<file path="src/rtl/cheri_pkg.sv">
// cheri_pkg - shared TS-map constants and the response-owner encoding.
package cheri_pkg;

  localparam int unsigned TSMapSizeDefault = 1024;
  localparam int unsigned StarveCntW       = 7;

  typedef enum logic [1:0] {
    OWN_NONE    = 2'd0,
    OWN_CORE    = 2'd1,
    OWN_REV_OK  = 2'd2,
    OWN_REV_ERR = 2'd3
  } rsp_owner_e;

endpackage

</file>
<file path="src/rtl/ibexc_tsmap_arbiter.sv">
// ibexc_tsmap_arbiter - single-port TS-map SRAM shared by the core read port
// (absolute priority) and the background revoker read/write port.
module ibexc_tsmap_arbiter
  import cheri_pkg::*;
#(
  parameter int unsigned TSMapSize   = TSMapSizeDefault,
  parameter int unsigned StarveLimit = 64
) (
  input  logic        clk_i,
  input  logic        rst_ni,

  input  logic        core_cs_i,
  input  logic [15:0] core_addr_i,
  output logic [31:0] core_rdata_o,

  input  logic        rev_req_i,
  input  logic        rev_we_i,
  input  logic [3:0]  rev_be_i,
  input  logic [15:0] rev_addr_i,
  input  logic [31:0] rev_wdata_i,
  output logic        rev_gnt_o,
  output logic        rev_rvalid_o,
  output logic        rev_err_o,
  output logic [31:0] rev_rdata_o,

  output logic        ram_req_o,
  output logic        ram_we_o,
  output logic [3:0]  ram_be_o,
  output logic [15:0] ram_addr_o,
  output logic [31:0] ram_wdata_o,
  input  logic [31:0] ram_rdata_i,

  output logic        starve_o
);

  localparam logic [StarveCntW-1:0] StarveMax = StarveCntW'(StarveLimit);

  logic                  rev_gnt;
  logic                  rev_in_range;
  rsp_owner_e            owner_q, owner_d;
  logic                  rsp_we_q, rsp_we_d;
  logic [StarveCntW-1:0] wait_cnt_q, wait_cnt_d;
  logic                  starve_q;

  assign rev_gnt      = rev_req_i & ~core_cs_i;
  assign rev_in_range = ({16'b0, rev_addr_i} < 32'(TSMapSize));
  assign rev_gnt_o    = rev_gnt;

  // An out-of-range grant never touches the SRAM; it only earns an error response.
  always_comb begin
    ram_req_o   = 1'b0;
    ram_we_o    = 1'b0;
    ram_be_o    = 4'h0;
    ram_addr_o  = core_addr_i;
    ram_wdata_o = 32'h0;
    if (core_cs_i) begin
      ram_req_o = 1'b1;
      ram_be_o  = 4'hF;
    end else if (rev_gnt && rev_in_range) begin
      ram_req_o   = 1'b1;
      ram_we_o    = rev_we_i;
      ram_be_o    = rev_be_i;
      ram_addr_o  = rev_addr_i;
      ram_wdata_o = rev_wdata_i;
    end
  end

  always_comb begin
    owner_d  = OWN_NONE;
    rsp_we_d = 1'b0;
    if (core_cs_i) begin
      owner_d = OWN_CORE;
    end else if (rev_gnt) begin
      owner_d  = rev_in_range ? OWN_REV_OK : OWN_REV_ERR;
      rsp_we_d = rev_we_i;
    end
  end

  always_ff @(posedge clk_i or negedge rst_ni) begin
    if (!rst_ni) begin
      owner_q  <= OWN_NONE;
      rsp_we_q <= 1'b0;
    end else begin
      owner_q  <= owner_d;
      rsp_we_q <= rsp_we_d;
    end
  end

  always_comb begin
    wait_cnt_d = wait_cnt_q;
    if (!rev_req_i || rev_gnt) begin
      wait_cnt_d = '0;
    end else if (wait_cnt_q != StarveMax) begin
      wait_cnt_d = wait_cnt_q + 1'b1;
    end
  end

  // The flag tracks the counter's next value so both change on the same edge.
  always_ff @(posedge clk_i or negedge rst_ni) begin
    if (!rst_ni) begin
      wait_cnt_q <= '0;
      starve_q   <= 1'b0;
    end else begin
      wait_cnt_q <= wait_cnt_d;
      starve_q   <= (wait_cnt_d == StarveMax);
    end
  end

  assign starve_o     = starve_q;
  assign core_rdata_o = ram_rdata_i;
  assign rev_rvalid_o = (owner_q == OWN_REV_OK) || (owner_q == OWN_REV_ERR);
  assign rev_err_o    = (owner_q == OWN_REV_ERR);
  assign rev_rdata_o  = ((owner_q == OWN_REV_OK) && !rsp_we_q) ? ram_rdata_i : 32'h0;

endmodule

</file>
<file path="config.mk">
export PLATFORM = sky130hd
export DESIGN_NAME = ibexc_tsmap_arbiter
export DESIGN_NICKNAME = d
export VERILOG_FILES = /design/src/rtl/cheri_pkg.sv /design/src/rtl/ibexc_tsmap_arbiter.sv
export SDC_FILE = /design/constraint.sdc
export NUM_CORES = 1
export LEC_CHECK = 0
export CAP_MARGIN = 10
export CELL_PAD_IN_SITES_DETAIL_PLACEMENT = 1
export CELL_PAD_IN_SITES_GLOBAL_PLACEMENT = 2
export CORE_MARGIN = 4
export CORE_UTILIZATION = 10
export DETAILED_ROUTE_END_ITERATION = 8
export PLACE_DENSITY = 0.95
export SKIP_LAST_GASP = 1
export SYNTH_ARGS = -nofsm -noshare
export SYNTH_HDL_FRONTEND = slang
export SYNTH_SLANG_ARGS = --single-unit
</file>
<file path="constraint.sdc">
create_clock -name clk_i -period 2 [get_ports clk_i]
set_clock_uncertainty 0.2 [all_clocks]
set_input_delay 0.4 -clock clk_i [delete_from_list [all_inputs] [get_ports clk_i]]
set_output_delay 0.4 -clock clk_i [all_outputs]
set_load 0.02 [all_outputs]
</file>
=== Word level (Yosys, flattened, before mapping) ===
Index checks and enable logic that the tools add are counted.

* Bits in registers: 11
* Bits of input ports: 105
* Output and inout bits: 122
* Word-level logic and storage cells: 36

* Add/subtract/negate cells: 1
* Order comparisons: 1
* Eq/ne operators: 4
* Muxes and demuxes: 18
* Bitwise operators: 2
* Reductions and logical operators: 6

{| class="wikitable"
|+ Operators with widths
! operator !! count
|-
| 2-to-1 mux 32 bit || 3
|-
| 2-to-1 mux 16 bit || 2
|-
| < comparator 16 x 11 -> 1 bit, second input constant || 1
|-
| 2-to-1 mux 7 bit || 2
|-
| 2-to-1 mux 4 bit || 2
|-
| adder 7 x 1 -> 7 bit, second input constant || 1
|-
| equality test 7 bit, second input constant || 1
|-
| 2-to-1 mux 1 bit || 7
|-
| inequality test 7 bit, second input constant || 1
|-
| equality test 2 bit, second input constant || 2
|-
| 2-to-1 mux 2 bit || 2
|-
| logical AND 1 bit || 2
|-
| logical NOT 1 bit || 2
|-
| logical OR 1 bit || 2
|-
| bitwise AND 1 bit || 1
|-
| inverter 1 bit || 1
|}

=== Depth between registers and ports, before layout ===
* Depth after elaboration: 5
* Depth in mapped cells: 6
* Depth with buffers taken out: 6

=== Worst setup path after synthesis ===
OpenSTA, ideal clock, no wires.

* Kind: input to output
* Start point: in core_cs_i
* End point: out ram_addr_o[4]
* Arrival time: 1.667 ns
* Data required time: 1.400 ns
* Slack: -0.267 ns
* Stages on the path: 6
* Buffers on the path: 3
* Cell sequence: buf_2 > nor2b_2 > and3_1 > buf_4 > buf_6 > mux2_2

* Cells in the longest elaborated chain, start to end: 5

{| class="wikitable"
|+ RTL lines
! what !! RTL line !! text
|-
| from (decl) || ibexc_tsmap_arbiter.sv:12 || <nowiki>input logic core_cs_i,</nowiki>
|-
| inverter 1 bit || ibexc_tsmap_arbiter.sv:45 || <nowiki>assign rev_gnt = rev_req_i & ~core_cs_i;</nowiki>
|-
| bitwise AND 1 bit || ibexc_tsmap_arbiter.sv:45 ||
|-
| net rev_gnt_o || ibexc_tsmap_arbiter.sv:21 || <nowiki>output logic rev_gnt_o,</nowiki>
|-
| logical AND 1 bit || ibexc_tsmap_arbiter.sv:59 || <nowiki>end else if (rev_gnt && rev_in_range) begin</nowiki>
|-
| 2-to-1 mux 16 bit || ibexc_tsmap_arbiter.sv:59 ||
|-
| 2-to-1 mux 16 bit || ibexc_tsmap_arbiter.sv:56 || <nowiki>if (core_cs_i) begin</nowiki>
|-
| to (decl) || ibexc_tsmap_arbiter.sv:29 || <nowiki>output logic [15:0] ram_addr_o,</nowiki>
|}

The timed path passes the listed nets, and every way through them passes these cells.

=== Worst setup path after layout ===
* Start point: in rev_addr_i[11]
* End point: out ram_addr_o[4]

* Cells in the longest elaborated chain, start to end: 4

{| class="wikitable"
|+ RTL lines
! what !! RTL line !! text
|-
| from (decl) || ibexc_tsmap_arbiter.sv:19 || <nowiki>input logic [15:0] rev_addr_i,</nowiki>
|-
| < comparator 16 x 11 -> 1 bit || ibexc_tsmap_arbiter.sv:46 || <nowiki>assign rev_in_range = ({16'b0, rev_addr_i} < 32'(TSMapSize));</nowiki>
|-
| logical AND 1 bit || ibexc_tsmap_arbiter.sv:59 ||
|-
| 2-to-1 mux 16 bit || ibexc_tsmap_arbiter.sv:59 ||
|-
| 2-to-1 mux 16 bit || ibexc_tsmap_arbiter.sv:56 ||
|}

Every way passes these cells.

==> metrics <==
final wirelength about 9000 um; Detailed Route Iter0 Violations 39; area grow syn2layout 188.9%; number of H-tree levels 1; crit path max fanout 7; Avg Cell Area, Syn about 8 sq um; Max Freq roughly 440 MHz; Cell Chain, Critical Path buf_6, nor4_4, and3_4, buf_12, mux2_4, buf_6; final slew viol count 0; status complete, but fails checks; Setup CP Type in -> out; Setup WS post-layout -0.2842 ns; vias in the first global route approximately 2,300; critical path buffer and inverter count 3; Worst slew margin roughly 63%; setup_tns -10.98 ns; Async SR Flop Fraction 100.0%; Tightest Pin Transition about 0.55 ns; PD cells between 200 and 300 nW/um^2; fin area roughly 4300 sq um; Fin. Hold Viols 0; die height about 130 um; Main synth FF type dfrtp_1; Critical Path RT between 1 and 1.5 ns; gpl congestion between 0.7 and 0.8; largest cells by area after synthesis and2_1 (28%), dfrtp_1 (19%), buf_4 (17%); CTS tree done; EDFF count, synth 0; count leader, synth and2_1; wire per inst 15.45 um; post-synth top area cell and2_1; Hold WC Path Type in -> async; core area 14,480 sq um; period utilisation layout 114.2%; TritonCTS Buffers 3; Yosys cell types 32; Setup Viol. Count Final 82; LEAKAGE 1.961 nW; Hold Slack about 0.32 ns; Rows between 40 and 50; Tmin final 2.284 ns; Synthesis Warnings 0; reg2reg setup slack about 0.09 ns; most numerous cell on the critical path buf_6; routed vias between 2,000 and 2,500; first-pass GRT wire length about 12,000 um; top cell family by delay on the critical path simple AND/OR/NAND/NOR gates; Worst EP arrival 1.68 ns; Total Routing Usage GR under 10%; GRT overflow 0; Remaining DRCs 0; slowest CP cell and3_4; CTS Buffer Depth 2; Post-synth top cells and2_1 (67), buf_4 (33), dfrtp_1 (11); Reg-to-Reg End starve_o$_DFF_PN0_; IO buf count 226; chip width 129.3 um; reg2reg start wait_cnt_q[1]$_DFF_PN0_; pre-CTS setup slack -1.126 ns; Clock Pin Slew Worst Setup and Hold Paths around 0.04 ns; maximum VDD drop between 300 and 400 uV; MaxCap Viol Count 0; Crit. End Element output port; reg2reg path depth 6; clock root cell clkbuf_16; clock sink total 11; worst skew pair latency 0.24 ns; RSZ-0062 raised after global routing true; total die area around 17,000 sq um; Post-DP HPWL 7171 um; Seq cells post-synth 11; type of element launching the critical path input pin; Mapped Cells between 150 and 200; Synth Cell Area 1471 sq um; # IOs ~230; # diodes 0; Synthesized Nets slightly below 300; Initial Util approximately 10%; failing checks setup timing; Post-CTS Hold Fix Bufs 0; router iterations before antenna repair 4; ANT nets after route 0; total power approximately 1.2 mW; antenna violations before repair 0; CP peak stage delay roughly 0.31 ns; largest net degree at the start of global routing 17; sequential element share of the synthesized area about a fifth; share of layout cells above drive strength 1 between 50% and 60%; Area after DPL between 3000 and 4000 sq um; Final nets 514; vias per cell 3.592; Yosys top cell area share between 20% and 30%
==> sequential cells by signal, summed over array words and instances (netlist names) <==
signal      cells
starve_o        1
wait_cnt_q      7
owner_q         2
rsp_we_q        1
==> cells by family after synthesis <==
group / synth area share [%]
AND/OR/NAND/NOR: 41.50
buffers and inverters: 20.83
adder cells (fa/ha/maj): 1.700
XOR/XNOR: 3.571
flip-flops: 18.71
AO/OA/AOI/OAI: 5.357
multiplexers: 8.333
==> worst max path at each step <==
| stage | start | end | slack [ns] | cells after the start |
|---|---|---|---|---|
| final | rev_addr_i[11] | ram_addr_o[4] | -0.28 | 6 |
| after global routing | rev_addr_i[11] | ram_addr_o[4] | -0.35 | 6 |
| after CTS | rev_addr_i[11] | ram_wdata_o[31] | -0.27 | 6 |
| after detailed placement | rev_addr_i[13] | ram_addr_o[9] | -1.13 | 6 |
| after global placement | rev_addr_i[13] | ram_addr_o[6] | -1.08 | 6 |
| after floorplan | core_cs_i | ram_addr_o[4] | -0.09 | 6 |
==> metal layers <==
metal / wire [um] / share of wire [%] / GRT usage [%] / up-vias
met4: 161 / 1.8 / 2.718 / 0
met3: 1075 / 12 / 3.256 / 10
met2: 4943 / 54 / 17.80 / 153
met5: 0 / 0 / 0 / -
li1: - / - / - / 1003
met1: 2934 / 32 / 9.734 / 953
==> stage by stage <==
step / util (%) / std cells
after floorplan: - / 185
after global placement: 26.75 / 565
after detailed placement: 26.75 / 565
after CTS: 28.08 / 587
after global routing: 29.36 / 590
final: 29.36 / 590
==> worst reg2reg max path: cells and delay by family (launching register included) <==
family,cells,cell delay (ns)
compound gates,2,0.54
fa+ha+maj,1,0.36
buf+inv,1,0.11
flops,1,0.43
simple gates,2,0.15
==> cell usage in the layout (no fill, tap or decap), drive strengths merged, types with 4 or more instances in the layout <==
cell type,netlist,routed
xnor2,4,4
clkdlybuf4s15,0,15
nand2,4,4
dlygate4sd2,0,36
a21o,5,5
buf,36,107
dfrtp,11,11
mux2,10,10
nor2b,7,7
clkbuf,7,7
clkdlybuf4s50,0,98
nor2,8,8
and2,67,67
==> what timing repair did <==
action | CTS | global route
hold endpoints to repair | 0 | 0
pin swaps | 6 | 24
resized for setup | 468 | 91
setup endpoints to repair | 120 | 87
gates cloned | 4 | 1
buffers inserted | 15 | 7
==> final cells by class <==
class                   instances  area (sq um)
repair buffers                259          2536
fillers                      1684         10230
flip-flops and latches         11         275.3
inverters                       2         7.507
clock buffers                   4         78.83
multi-input cells             130          1122
well taps                     184         230.2
==> where the power goes <==
part / total (mW) / switching, mW / internal, mW
Combinational: 0.550 / 0.217 / 0.333
Clock: 0.368 / 0.100 / 0.268
Sequential: 0.234 / 0.00565 / 0.228
No activity file was read; power rests on OpenSTA's default activity.
